## src/rtl/dso_dm_pkg.sv

```systemverilog
// DataMover command/status field layout and readback FSM states.
// Shared by the MM2S readback engine and the S2MM capture path.
package dso_dm_pkg;

   localparam int CMD_W          = 72;
   localparam int CMD_BTT_LSB    = 0;
   localparam int CMD_BTT_W      = 23;
   localparam int CMD_TYPE_BIT   = 23;
   localparam int CMD_EOF_BIT    = 30;
   localparam int CMD_SADDR_LSB  = 32;
   localparam int CMD_SADDR_W    = 32;
   localparam int CMD_TAG_LSB    = 64;
   localparam int TAG_W          = 4;

   localparam int STS_TAG_LSB    = 0;
   localparam int STS_INTERR_BIT = 4;
   localparam int STS_DECERR_BIT = 5;
   localparam int STS_SLVERR_BIT = 6;
   localparam int STS_OKAY_BIT   = 7;

   typedef enum logic [2:0] {
      RB_IDLE,
      RB_CMD,
      RB_DATA,
      RB_STS,
      RB_FIN
   } rb_state_e;

   // INCR burst, EOF set, DRR/DSA and reserved fields left at zero.
   function automatic logic [CMD_W-1:0] build_cmd(
      input logic [CMD_SADDR_W-1:0] addr,
      input logic [CMD_BTT_W-1:0]   len,
      input logic [TAG_W-1:0]       tag
   );
      logic [CMD_W-1:0] cmd;
      cmd                                = '0;
      cmd[CMD_BTT_LSB +: CMD_BTT_W]      = len;
      cmd[CMD_TYPE_BIT]                  = 1'b1;
      cmd[CMD_EOF_BIT]                   = 1'b1;
      cmd[CMD_SADDR_LSB +: CMD_SADDR_W]  = addr;
      cmd[CMD_TAG_LSB +: TAG_W]          = tag;
      return cmd;
   endfunction

endpackage

```

## src/rtl/mm2s_readback.sv

```systemverilog
// Capture-memory readback: splits a transfer into DataMover MM2S commands,
// forwards the read stream downstream and checks every status word.
module mm2s_readback
   import dso_dm_pkg::*;
#(
   parameter int ADDR_W      = 32,
   parameter int BTT_W       = 23,
   parameter int CHUNK_BYTES = 4096,
   parameter int DATA_W      = 128
)(
   input  logic              axi_aclk,
   input  logic              rst,
   input  logic              start,
   input  logic              abort,
   input  logic [ADDR_W-1:0] base_addr,
   input  logic [31:0]       total_bytes,
   output logic [71:0]       cmd_tdata,
   output logic              cmd_tvalid,
   input  logic              cmd_tready,
   input  logic [DATA_W-1:0] s_tdata,
   input  logic              s_tvalid,
   input  logic              s_tlast,
   output logic              s_tready,
   input  logic [7:0]        sts_tdata,
   input  logic              sts_tvalid,
   output logic              sts_tready,
   output logic [DATA_W-1:0] m_tdata,
   output logic              m_tvalid,
   output logic              m_tlast,
   input  logic              m_tready,
   output logic              busy,
   output logic              done,
   output logic              err,
   output logic [15:0]       chunks_done
);

   localparam int          BEAT_W    = BTT_W - 4;
   localparam logic [31:0] CHUNK_LEN = 32'(CHUNK_BYTES);

   rb_state_e         state_q, state_d;
   logic [ADDR_W-1:0] addr_q, addr_d;
   logic [31:0]       rem_q, rem_d;
   logic [TAG_W-1:0]  tag_q, tag_d;
   logic [BEAT_W-1:0] beats_q, beats_d;
   logic [15:0]       chunks_q, chunks_d;
   logic              err_q, err_d;
   logic              drain_q, drain_d;
   logic              done_q;

   logic [31:0]       len;
   logic              lastBeat;
   logic              draining;
   logic              stsBad;
   logic              unusedTotalLsbs;

   assign unusedTotalLsbs = ^total_bytes[3:0];
   assign len       = (rem_q > CHUNK_LEN) ? CHUNK_LEN : rem_q;
   assign lastBeat  = (beats_q == BEAT_W'(1));
   assign draining  = drain_q | abort;
   assign stsBad    = !sts_tdata[STS_OKAY_BIT] | sts_tdata[STS_SLVERR_BIT]
                    | sts_tdata[STS_DECERR_BIT] | sts_tdata[STS_INTERR_BIT]
                    | (sts_tdata[STS_TAG_LSB +: TAG_W] != tag_q);

   // Command depends only on registers, so it stays stable while stalled.
   assign cmd_tdata   = build_cmd(CMD_SADDR_W'(addr_q), len[CMD_BTT_W-1:0], tag_q);
   assign m_tdata     = s_tdata;
   assign busy        = (state_q != RB_IDLE);
   assign done        = done_q;
   assign err         = err_q;
   assign chunks_done = chunks_q;

   always_comb begin
      state_d    = state_q;
      addr_d     = addr_q;
      rem_d      = rem_q;
      tag_d      = tag_q;
      beats_d    = beats_q;
      chunks_d   = chunks_q;
      err_d      = err_q;
      drain_d    = drain_q;
      cmd_tvalid = 1'b0;
      s_tready   = 1'b0;
      sts_tready = 1'b0;
      m_tvalid   = 1'b0;
      m_tlast    = 1'b0;
      case (state_q)
         RB_IDLE: begin
            if (start) begin
               addr_d   = base_addr;
               rem_d    = {total_bytes[31:4], 4'b0000};
               tag_d    = '0;
               chunks_d = '0;
               err_d    = 1'b0;
               drain_d  = 1'b0;
               state_d  = (total_bytes[31:4] == '0) ? RB_FIN : RB_CMD;
            end
         end
         RB_CMD: begin
            if (abort) begin
               state_d = RB_FIN;
            end else begin
               cmd_tvalid = 1'b1;
               if (cmd_tready) begin
                  beats_d = len[BTT_W-1:4];
                  addr_d  = addr_q + ADDR_W'(len);
                  rem_d   = rem_q - len;
                  state_d = RB_DATA;
               end
            end
         end
         // Once aborted, the rest of the chunk is accepted and discarded.
         RB_DATA: begin
            s_tready = draining ? 1'b1 : m_tready;
            m_tvalid = draining ? 1'b0 : s_tvalid;
            m_tlast  = lastBeat && (rem_q == '0) && !draining;
            drain_d  = draining;
            if (s_tvalid && s_tready) begin
               if (s_tlast != lastBeat) begin
                  err_d = 1'b1;
               end
               beats_d = beats_q - BEAT_W'(1);
               if (lastBeat) begin
                  state_d = RB_STS;
               end
            end
         end
         RB_STS: begin
            sts_tready = 1'b1;
            if (sts_tvalid) begin
               if (stsBad) begin
                  err_d = 1'b1;
               end else begin
                  chunks_d = (chunks_q == 16'hFFFF) ? chunks_q : chunks_q + 16'd1;
                  tag_d    = tag_q + TAG_W'(1);
               end
               if (stsBad || err_q || draining || (rem_q == '0)) begin
                  state_d = RB_FIN;
               end else begin
                  state_d = RB_CMD;
               end
            end
         end
         RB_FIN: begin
            state_d = RB_IDLE;
         end
         default: begin
            state_d = RB_IDLE;
         end
      endcase
   end

   always_ff @(posedge axi_aclk) begin
      if (rst) begin
         state_q  <= RB_IDLE;
         addr_q   <= '0;
         rem_q    <= '0;
         tag_q    <= '0;
         beats_q  <= '0;
         chunks_q <= '0;
         err_q    <= 1'b0;
         drain_q  <= 1'b0;
         done_q   <= 1'b0;
      end else begin
         state_q  <= state_d;
         addr_q   <= addr_d;
         rem_q    <= rem_d;
         tag_q    <= tag_d;
         beats_q  <= beats_d;
         chunks_q <= chunks_d;
         err_q    <= err_d;
         drain_q  <= drain_d;
         done_q   <= (state_q == RB_FIN);
      end
   end

endmodule

```

## config.mk

```make
export PLATFORM = sky130hd
export DESIGN_NAME = mm2s_readback
export DESIGN_NICKNAME = d
export VERILOG_FILES = /design/src/rtl/dso_dm_pkg.sv /design/src/rtl/mm2s_readback.sv
export SDC_FILE = /design/constraint.sdc
export NUM_CORES = 1
export LEC_CHECK = 0
export CAP_MARGIN = 20
export CORE_AREA = 2 2 167 169
export CTS_BUF_LIST = sky130_fd_sc_hd__clkbuf_8
export CTS_CLUSTER_DIAMETER = 50
export DETAILED_ROUTE_END_ITERATION = 10
export DIE_AREA = 0 0 169 171
export HOLD_SLACK_MARGIN = 0.15
export PLACE_DENSITY = 0.76
export SETUP_SLACK_MARGIN = 0.4
export SYNTH_ARGS = -nofsm -noshare
export SYNTH_HDL_FRONTEND = slang
export SYNTH_SLANG_ARGS = --single-unit
```

## constraint.sdc

```tcl
create_clock -name axi_aclk -period 10.91 [get_ports axi_aclk]
set_input_delay 1.091 -clock axi_aclk [delete_from_list [all_inputs] [get_ports axi_aclk]]
set_output_delay 1.091 -clock axi_aclk [all_outputs]
set_load 0.05 [all_outputs]
```

==> results of run 1 <==
-- state kept, by name (all words and copies together) (netlist names) --
name / count
state_q: 3
chunks_done: 16
err: 1
done: 1
tag_q: 4
rem_q: 32
drain_q: 1
beats_q: 19
addr_q: 32
-- logic make-up after synthesis --
| group | after synthesis | synth area share, % |
|---|---|---|
| xor gates and xnor gates | 36 | 3.728 |
| buffers and inverters | 222 | 16.64 |
| muxes | 5 | 0.6065 |
| and+or+nand+nor | 394 | 22.47 |
| adders and majority gates | 37 | 5.562 |
| other | 2 | 0.08879 |
| AOI/OAI and AO/OA | 325 | 25.10 |
| DFF | 109 | 25.80 |
-- final cells by class --
type	count	area (sq um)	area share [%]
tap	346	432.9	4.571
sequential	109	2182	23.04
clock buffer	9	123.9	1.308
multi-input combinational	839	5041	53.23
clock inverter	7	91.34	0.9645
timing repair buffer	156	1539	16.25
inverter	16	60.06	0.6342
-- worst reg2reg max path: stages (launching register included) --
cell and delay, ns:
sky130_fd_sc_hd__dfxtp_1 0.39, sky130_fd_sc_hd__nor4_1 0.53, sky130_fd_sc_hd__nand4_1 0.43, sky130_fd_sc_hd__a2111oi_4 1.12
sky130_fd_sc_hd__and2_1 0.29, sky130_fd_sc_hd__ha_1 0.30, sky130_fd_sc_hd__a211oi_1 0.31, sky130_fd_sc_hd__nor2_1 0.15
sky130_fd_sc_hd__a2111o_1 0.44, sky130_fd_sc_hd__a221oi_1 0.64, sky130_fd_sc_hd__o21ai_0 0.30, sky130_fd_sc_hd__a41oi_1 0.31
sky130_fd_sc_hd__mux2i_1 0.21, sky130_fd_sc_hd__nor3_1 0.07
-- cell usage after synthesis (all sizes together), types with 15 or more instances --
cell type,count
xor2,20
buf,158
nor4,21
o21ai,84
a311oi,20
a22oi,17
inv,16
clkbuf,48
and2,19
ha,36
dfxtp,109
or3,15
nand3,25
a21oi,82
a31oi,17
xnor2,16
nand2,102
nor2,125
nor3,34
-- per-layer routing --
layer,part of all wire [%],routed length [um],track usage (%),vias to the layer above
met5,0,0,0,-
met4,5.7,1463,10.81,0
met3,7.0,1797,3.817,104
met2,47,11920,29.65,313
met1,41,10390,19.34,3774
li1,-,-,-,3916
-- cells in the final DEF, fill, tap and decap left out, types with 4 or more instances in the layout --
| master | synthesis | routed |
|---|---|---|
| sky130_fd_sc_hd__clkdlybuf4s50_1 | 0 | 148 |
| sky130_fd_sc_hd__nor2_1 | 125 | 125 |
| sky130_fd_sc_hd__dfxtp_1 | 109 | 109 |
| sky130_fd_sc_hd__nand2_1 | 102 | 101 |
| sky130_fd_sc_hd__a21oi_1 | 82 | 81 |
| sky130_fd_sc_hd__o21ai_0 | 80 | 80 |
| sky130_fd_sc_hd__conb_1 | 2 | 42 |
| sky130_fd_sc_hd__ha_1 | 36 | 36 |
| sky130_fd_sc_hd__nor3_1 | 33 | 32 |
| sky130_fd_sc_hd__nand3_1 | 25 | 25 |
| sky130_fd_sc_hd__nor4_1 | 21 | 21 |
| sky130_fd_sc_hd__xor2_1 | 20 | 20 |
| sky130_fd_sc_hd__and2_1 | 19 | 19 |
| sky130_fd_sc_hd__a311oi_1 | 19 | 19 |
| sky130_fd_sc_hd__a31oi_1 | 17 | 17 |
| sky130_fd_sc_hd__a22oi_1 | 17 | 17 |
| sky130_fd_sc_hd__inv_1 | 16 | 16 |
| sky130_fd_sc_hd__xnor2_1 | 16 | 16 |
| sky130_fd_sc_hd__or3_1 | 14 | 14 |
| sky130_fd_sc_hd__a21o_1 | 14 | 14 |
| sky130_fd_sc_hd__a211oi_1 | 12 | 12 |
| sky130_fd_sc_hd__o31ai_1 | 12 | 12 |
| sky130_fd_sc_hd__nand4_1 | 11 | 11 |
| sky130_fd_sc_hd__o21a_1 | 9 | 9 |
| sky130_fd_sc_hd__o211ai_1 | 9 | 9 |
| sky130_fd_sc_hd__clkbuf_8 | 0 | 9 |
| sky130_fd_sc_hd__a221oi_1 | 7 | 7 |
| sky130_fd_sc_hd__buf_4 | 152 | 7 |
| sky130_fd_sc_hd__nand2b_1 | 6 | 6 |
| sky130_fd_sc_hd__and3_1 | 6 | 6 |
| sky130_fd_sc_hd__o41ai_1 | 6 | 6 |
| sky130_fd_sc_hd__nand3b_1 | 5 | 5 |
| sky130_fd_sc_hd__nor2b_1 | 5 | 5 |
| sky130_fd_sc_hd__a41oi_1 | 5 | 5 |
| sky130_fd_sc_hd__o22ai_1 | 5 | 5 |
| sky130_fd_sc_hd__or4_1 | 4 | 4 |
| sky130_fd_sc_hd__nor3b_1 | 4 | 4 |
| sky130_fd_sc_hd__o21bai_1 | 4 | 4 |
| sky130_fd_sc_hd__mux2i_1 | 4 | 4 |
-- per-stage QoR --
step / total power [mW] / area (sq um) / utilization, % / hold WS, ns
3_3_place_gp: 2.247 / 9255 / 33.87 / 0.4542
6_report: 2.572 / 9470 / 34.66 / 0.4884
3_5_place_dp: 2.276 / 9255 / 33.87 / 0.4631
2_1_floorplan: 1.970 / 8608 / - / 0.4396
5_1_grt: 2.776 / 9470 / 34.66 / 0.5014
4_1_cts: 2.566 / 9470 / 34.66 / 0.4851
-- worst max-delay path by stage --
stage,startpoint,endpoint,slack [ns],cells past startpoint
6_report,rem_q[8],addr_q[28],5.33,13
5_1_grt,rem_q[8],addr_q[31],4.93,12
4_1_cts,rem_q[8],addr_q[28],5.40,13
3_5_place_dp,rem_q[8],addr_q[28],5.43,13
3_3_place_gp,rem_q[8],addr_q[31],5.51,12
2_1_floorplan,rem_q[25],addr_q[28],5.99,14
-- where the power goes --
part / switching [mW] / leakage [nW] / internal [mW]
Sequential: 0.132 / 0.891 / 0.510
Clock: 0.180 / 0.108 / 0.0960
Combinational: 1.09 / 2.58 / 0.569
Total: 1.40 / 3.58 / 1.17
==> impl_summary.log, run 1 <==
[metrics] status: finished, final reports clean
[metrics] fin nets: 1,377
[metrics] GRT Util Overall: 17.21%
[metrics] endpoint required time on the critical path: 11.22 ns
[metrics] Cells on Worst Hold Path: 2
[metrics] async set or reset register ratio after synthesis: 0%
[metrics] Routability Congestion: 0.8491
[metrics] Iter 0 DRT Violations: 433
[metrics] timing-limited maximum frequency: 0.1791 GHz
[metrics] Skew-Pair Late Insertion Delay: 0.41 ns
[metrics] ratio of cells with drive above 1 in the final layout: 3.961%
[metrics] HP Start: rem_q[15]
[metrics] startpoint of the worst-slack reg-to-reg timing path: rem_q[8]
[metrics] setup repair after global routing missed its margin: no
[metrics] capture point of the worst reg-to-reg path: addr_q[28]
[metrics] Post-Layout Cell Count: 1,482
[metrics] area enclosed by the die boundary: 28,900 sq um
[metrics] Crit path largest cell delay: 1.12 ns
[metrics] Worst Reg-to-Reg Cells: 13
[metrics] number of buffers added on ports: 149
[metrics] Clock Sinks: 109
[metrics] cts hold-fix bufs: 0
[metrics] setup repair bufs after CTS: 0
[metrics] cell-by-cell listing of the critical path: nor4_1 > nand4_1 > a2111oi_4 > and2_1 > ha_1 > a211oi_1 > nor2_1 > a2111o_1 > a221oi_1 > o21ai_0 > a41oi_1 > mux2i_1 > nor3_1
[metrics] placement row count: 61
[metrics] max-slew headroom at the worst pin: 25.83%
[metrics] total wirelength of the detailed-routed design: 25,570 um
[metrics] sum of net half-perimeters after detailed placement: 18,560 um
[metrics] clock slew seen by the registers of the worst setup and hold paths: 0.14 ns
[metrics] H-tree levels: 3
[metrics] CORE AREA: 27,320 sq um
[metrics] max capacitance violation total: 0
[metrics] pin count of the biggest net entering global routing: 74
[metrics] final-report max-slew violation count: 0
[metrics] number of antenna-violating nets in the routed design: 0
[metrics] count of pins on the block boundary: 433
[metrics] total inserted antenna cells: 0
[metrics] first-pass iteration count of the detailed router: 5
[metrics] TritonCTS clock tree: done
[metrics] wire length of the first global-routing pass: 39,610 um
[metrics] count of state elements after synthesis: 109
[metrics] routed wire length per instance: 17.25 um
[metrics] setup slack, reg-to-reg: 5.33 ns
[metrics] final count of negative-setup-slack endpoints: 0
[metrics] Critical Path Sink Type: flop
[metrics] area growth from synthesis to layout: 11.97%
[metrics] clock buffers created by TritonCTS: 9
[metrics] yosys synthesis warning count: 0
[metrics] syn_area_per_cell: 7.485 sq um
[metrics] Netlist Area Pre-Place: 8458 sq um
[metrics] number of global-route vias before repair: 7,684
[metrics] nature of the critical path startpoint: flop
[metrics] number of instances in the synthesized netlist: 1,130
[metrics] post-placement setup slack: 5.426 ns
[metrics] Slowest-stage cell, CP: sky130_fd_sc_hd__a2111oi_4
[metrics] total global routing overflow: 0
[metrics] starting density of the core: 30.96%
[metrics] kind of cell adding the most delay to the critical path: compound AO/OA/AOI/OAI gates
[metrics] maximum VDD drop: 0.0001771 V
[metrics] detailed-route vias per instance: 5.470
[metrics] worst-case hold path end point: rem_q[15]
[metrics] count of unresolved DRC violations after routing: 0
[metrics] Yosys top cell area share: 25.80%
[metrics] maximum clock insertion buffer count: 2
[metrics] P_leak: 3.578 nW
[metrics] setup TNS: 0 ns
[metrics] critical path arrival: 5.89 ns
[metrics] Min-Delay Path Class: flop to flop
[metrics] via count: 8,107
[metrics] post-CTS resize count: 0
[metrics] total power density per cell area: 271.6 nW/um^2
[metrics] number of fill cells in the layout: 2,879
[metrics] sequential share of the synthesized area: 25.80%
[metrics] cell accounting for the most synthesized area: sky130_fd_sc_hd__dfxtp_1
[metrics] worst setup skew after layout: 0.03447 ns
[metrics] ys flop type: sky130_fd_sc_hd__dfxtp_1
[metrics] placed insts: 1,466
[metrics] Die X-Extent: 169 um
[metrics] cell at the root of the clock tree: sky130_fd_sc_hd__clkbuf_8
[metrics] final worst path period share: 51.18%
[metrics] Synth area leaders: sky130_fd_sc_hd__dfxtp_1 26%, sky130_fd_sc_hd__buf_4 13%, sky130_fd_sc_hd__nor2_1 5.5%, sky130_fd_sc_hd__ha_1 5.3%, sky130_fd_sc_hd__a21oi_1 4.9%
[metrics] Die Height: 171 um
[metrics] number of hold violations in the final report: 0
[metrics] maximum fanout along the worst path: 25
[metrics] EDFF count, synth: 0
[metrics] Worst Path Buf+Inv: 0
[metrics] number of distinct library cells after synthesis: 68
[metrics] number of antenna violations at the first check in global routing: 0
[metrics] Slew @ Worst Pin: 1.113 ns
[metrics] setup slack after layout: 5.327 ns
[metrics] kind of critical path: flop to flop
[metrics] post-layout min period: 5.583 ns
(Power assumes the default switching activity.)
==> run 2: changes to the inputs <==
- CORE_AREA: 2 2 167 169 -> 2 2 168 170
- DIE_AREA: 0 0 169 171 -> 0 0 170 172
- clock period: 10.91 -> 5.2 ns (I/O delays scaled with it)
==> impl_summary.log, run 2 (synthesis results as in run 1) <==
[metrics] status: finished, final reports clean
[metrics] Cells on Worst Hold Path: 1
[metrics] starting density of the core: 30.78%
[metrics] number of antenna-violating nets in the routed design: 0
[metrics] number of hold violations in the final report: 0
[metrics] cell-by-cell listing of the critical path: or4_4 > or4_4 > a2111oi_4 > buf_6 > and2_2 > ha_1 > o21ai_0 > nor2_1 > a2111o_1 > a221oi_1 > buf_4 > o21ba_2 > o21ai_0 > xnor2_1 > a221oi_1
[metrics] final count of negative-setup-slack endpoints: 0
[metrics] setup TNS: 0 ns
[metrics] placed insts: 1,475
[metrics] number of fill cells in the layout: 2,874
[metrics] Worst Path Buf+Inv: 2
[metrics] via count: 8,291
[metrics] most common library cell in the layout ignoring fill and taps: sky130_fd_sc_hd__clkdlybuf4s50_1
[metrics] post-layout min period: 4.512 ns
[metrics] Post-Layout Cell Count: 1,497
[metrics] area enclosed by the die boundary: 29,240 sq um
[metrics] capture point of the worst reg-to-reg path: addr_q[26]
[metrics] sum of net half-perimeters after detailed placement: 19,310 um
[metrics] cts hold-fix bufs: 0
[metrics] Die X-Extent: 170 um
[metrics] number of global-route vias before repair: 7,782
[metrics] total global routing overflow: 0
[metrics] kind of critical path: flop to flop
[metrics] fin nets: 1,390
[metrics] timing-limited maximum frequency: 0.2216 GHz
[metrics] Min-Delay Path Class: flop to flop
[metrics] largest registers: addr_q (32), rem_q (32), beats_q (19)
[metrics] count of unresolved DRC violations after routing: 0
[metrics] maximum fanout along the worst path: 12
[metrics] maximum clock insertion buffer count: 2
[metrics] final-report max-slew violation count: 0
[metrics] maximum VDD drop: 0.0003024 V
[metrics] clock slew seen by the registers of the worst setup and hold paths: 0.12 ns
[metrics] kind of cell adding the most delay to the critical path: compound AO/OA/AOI/OAI gates
[metrics] worst setup skew after layout: 0.01572 ns
[metrics] area growth from synthesis to layout: 13.92%
[metrics] critical path arrival: 4.82 ns
[metrics] post-layout util: 35.07%
[metrics] number of buffers added on ports: 149
[metrics] register area: 2182 sq um
[metrics] wire length of the first global-routing pass: 40,010 um
[metrics] Slowest-stage cell, CP: sky130_fd_sc_hd__or4_4
[metrics] H-tree levels: 3
[metrics] Critical Path Sink Type: flop
[metrics] worst-case hold path end point: beats_q[16]
[metrics] Routability Congestion: 0.9100
[metrics] Worst Reg-to-Reg Cells: 15
[metrics] startpoint of the worst-slack reg-to-reg timing path: rem_q[25]
[metrics] setup slack, reg-to-reg: 0.69 ns
[metrics] commonest cells after routing, fill and taps aside: 148 x sky130_fd_sc_hd__clkdlybuf4s50_1, 125 x sky130_fd_sc_hd__nor2_1, 109 x sky130_fd_sc_hd__dfxtp_1
[metrics] detailed-route vias per instance: 5.538
[metrics] endpoint required time on the critical path: 5.50 ns
[metrics] clock buffers created by TritonCTS: 9
[metrics] max-slew headroom at the worst pin: 43.85%
[metrics] GRT Util Overall: 17.18%
[metrics] TritonCTS clock tree: done
[metrics] nature of the critical path startpoint: flop
[metrics] number of antenna violations at the first check in global routing: 3
[metrics] max capacitance violation total: 0
[metrics] routed wire length per instance: 17.44 um
[metrics] Skew-Pair Late Insertion Delay: 0.39 ns
[metrics] Die Height: 172 um
[metrics] cell at the root of the clock tree: sky130_fd_sc_hd__clkbuf_8
[metrics] ratio of cells with drive above 1 in the final layout: 5.744%
[metrics] Hold WS: 0.4890 ns
[metrics] Crit path largest cell delay: 0.56 ns
[metrics] placement row count: 61
[metrics] first-pass iteration count of the detailed router: 5
[metrics] total power density per cell area: 578.3 nW/um^2
[metrics] HP Start: beats_q[16]
[metrics] CORE AREA: 27,480 sq um
[metrics] final worst path period share: 86.76%
[metrics] multi-input gate area in the final layout: 5085 sq um
[metrics] count of pins on the block boundary: 433
[metrics] total wirelength of the detailed-routed design: 26,110 um
[metrics] setup repair after global routing missed its margin: no
[metrics] Slew @ Worst Pin: 0.8391 ns
[metrics] Clock Sinks: 109
[metrics] pin count of the biggest net entering global routing: 59
[metrics] P_leak: 3.657 nW
[metrics] Iter 0 DRT Violations: 557
==> run 2: per-layer routing <==
layer  track usage [%]  routed length (um)  vias up
met2             29.44               12420      368
met3             3.777                1992       84
met4             8.547                 926        2
met1             20.35               10750     3906
met5                 0                  13        -
li1                  -                   -     3931
==> run 2: worst max path at each step <==
stage,startpoint,end,cells after the start
3_5_place_dp,rem_q[25],addr_q[29],13
6_report,rem_q[25],addr_q[26],15
5_1_grt,rem_q[8],addr_q[24],15
4_1_cts,rem_q[25],addr_q[24],15
3_3_place_gp,rem_q[25],addr_q[29],13
2_1_floorplan,rem_q[25],addr_q[31],14
==> run 2: final cells by class <==
class	count	area share, %
diodes	2	0.05194
repair buffers	169	17.04
flip-flops and latches	109	22.65
well taps	346	4.493
multi-input cells	839	52.77
clock buffers	9	1.286
clock inverters	7	1.091
inverters	16	0.6233
==> run 2: where the power goes <==
part / leakage (nW) / total (mW) / internal, mW / switching (mW)
Clock: 0.112 / 0.617 / 0.280 / 0.337
Combinational: 2.65 / 3.60 / 1.27 / 2.34
Sequential: 0.891 / 1.35 / 1.07 / 0.282
Total: 3.66 / 5.57 / 2.62 / 2.95
==> run 2: what timing repair did <==
item | 4_1_cts | 5_1_grt
endpoints found under the setup margin | 4 | 11
gates cloned | 0 | 1
pin swaps | 0 | 2
buffers inserted | 0 | 2
gates resized for setup | 3 | 7
==> run 2: metrics by stage <==
stage | setup slack (ns) | total power, mW | cell area [sq um]
3_5_place_dp | 0.2094 | 4.836 | 9326
5_1_grt | 0.4664 | 5.988 | 9630
4_1_cts | 0.4508 | 5.487 | 9567
2_1_floorplan | 0.4146 | 4.133 | 8611
3_3_place_gp | 0.2955 | 4.762 | 9326
6_report | 0.6883 | 5.572 | 9635
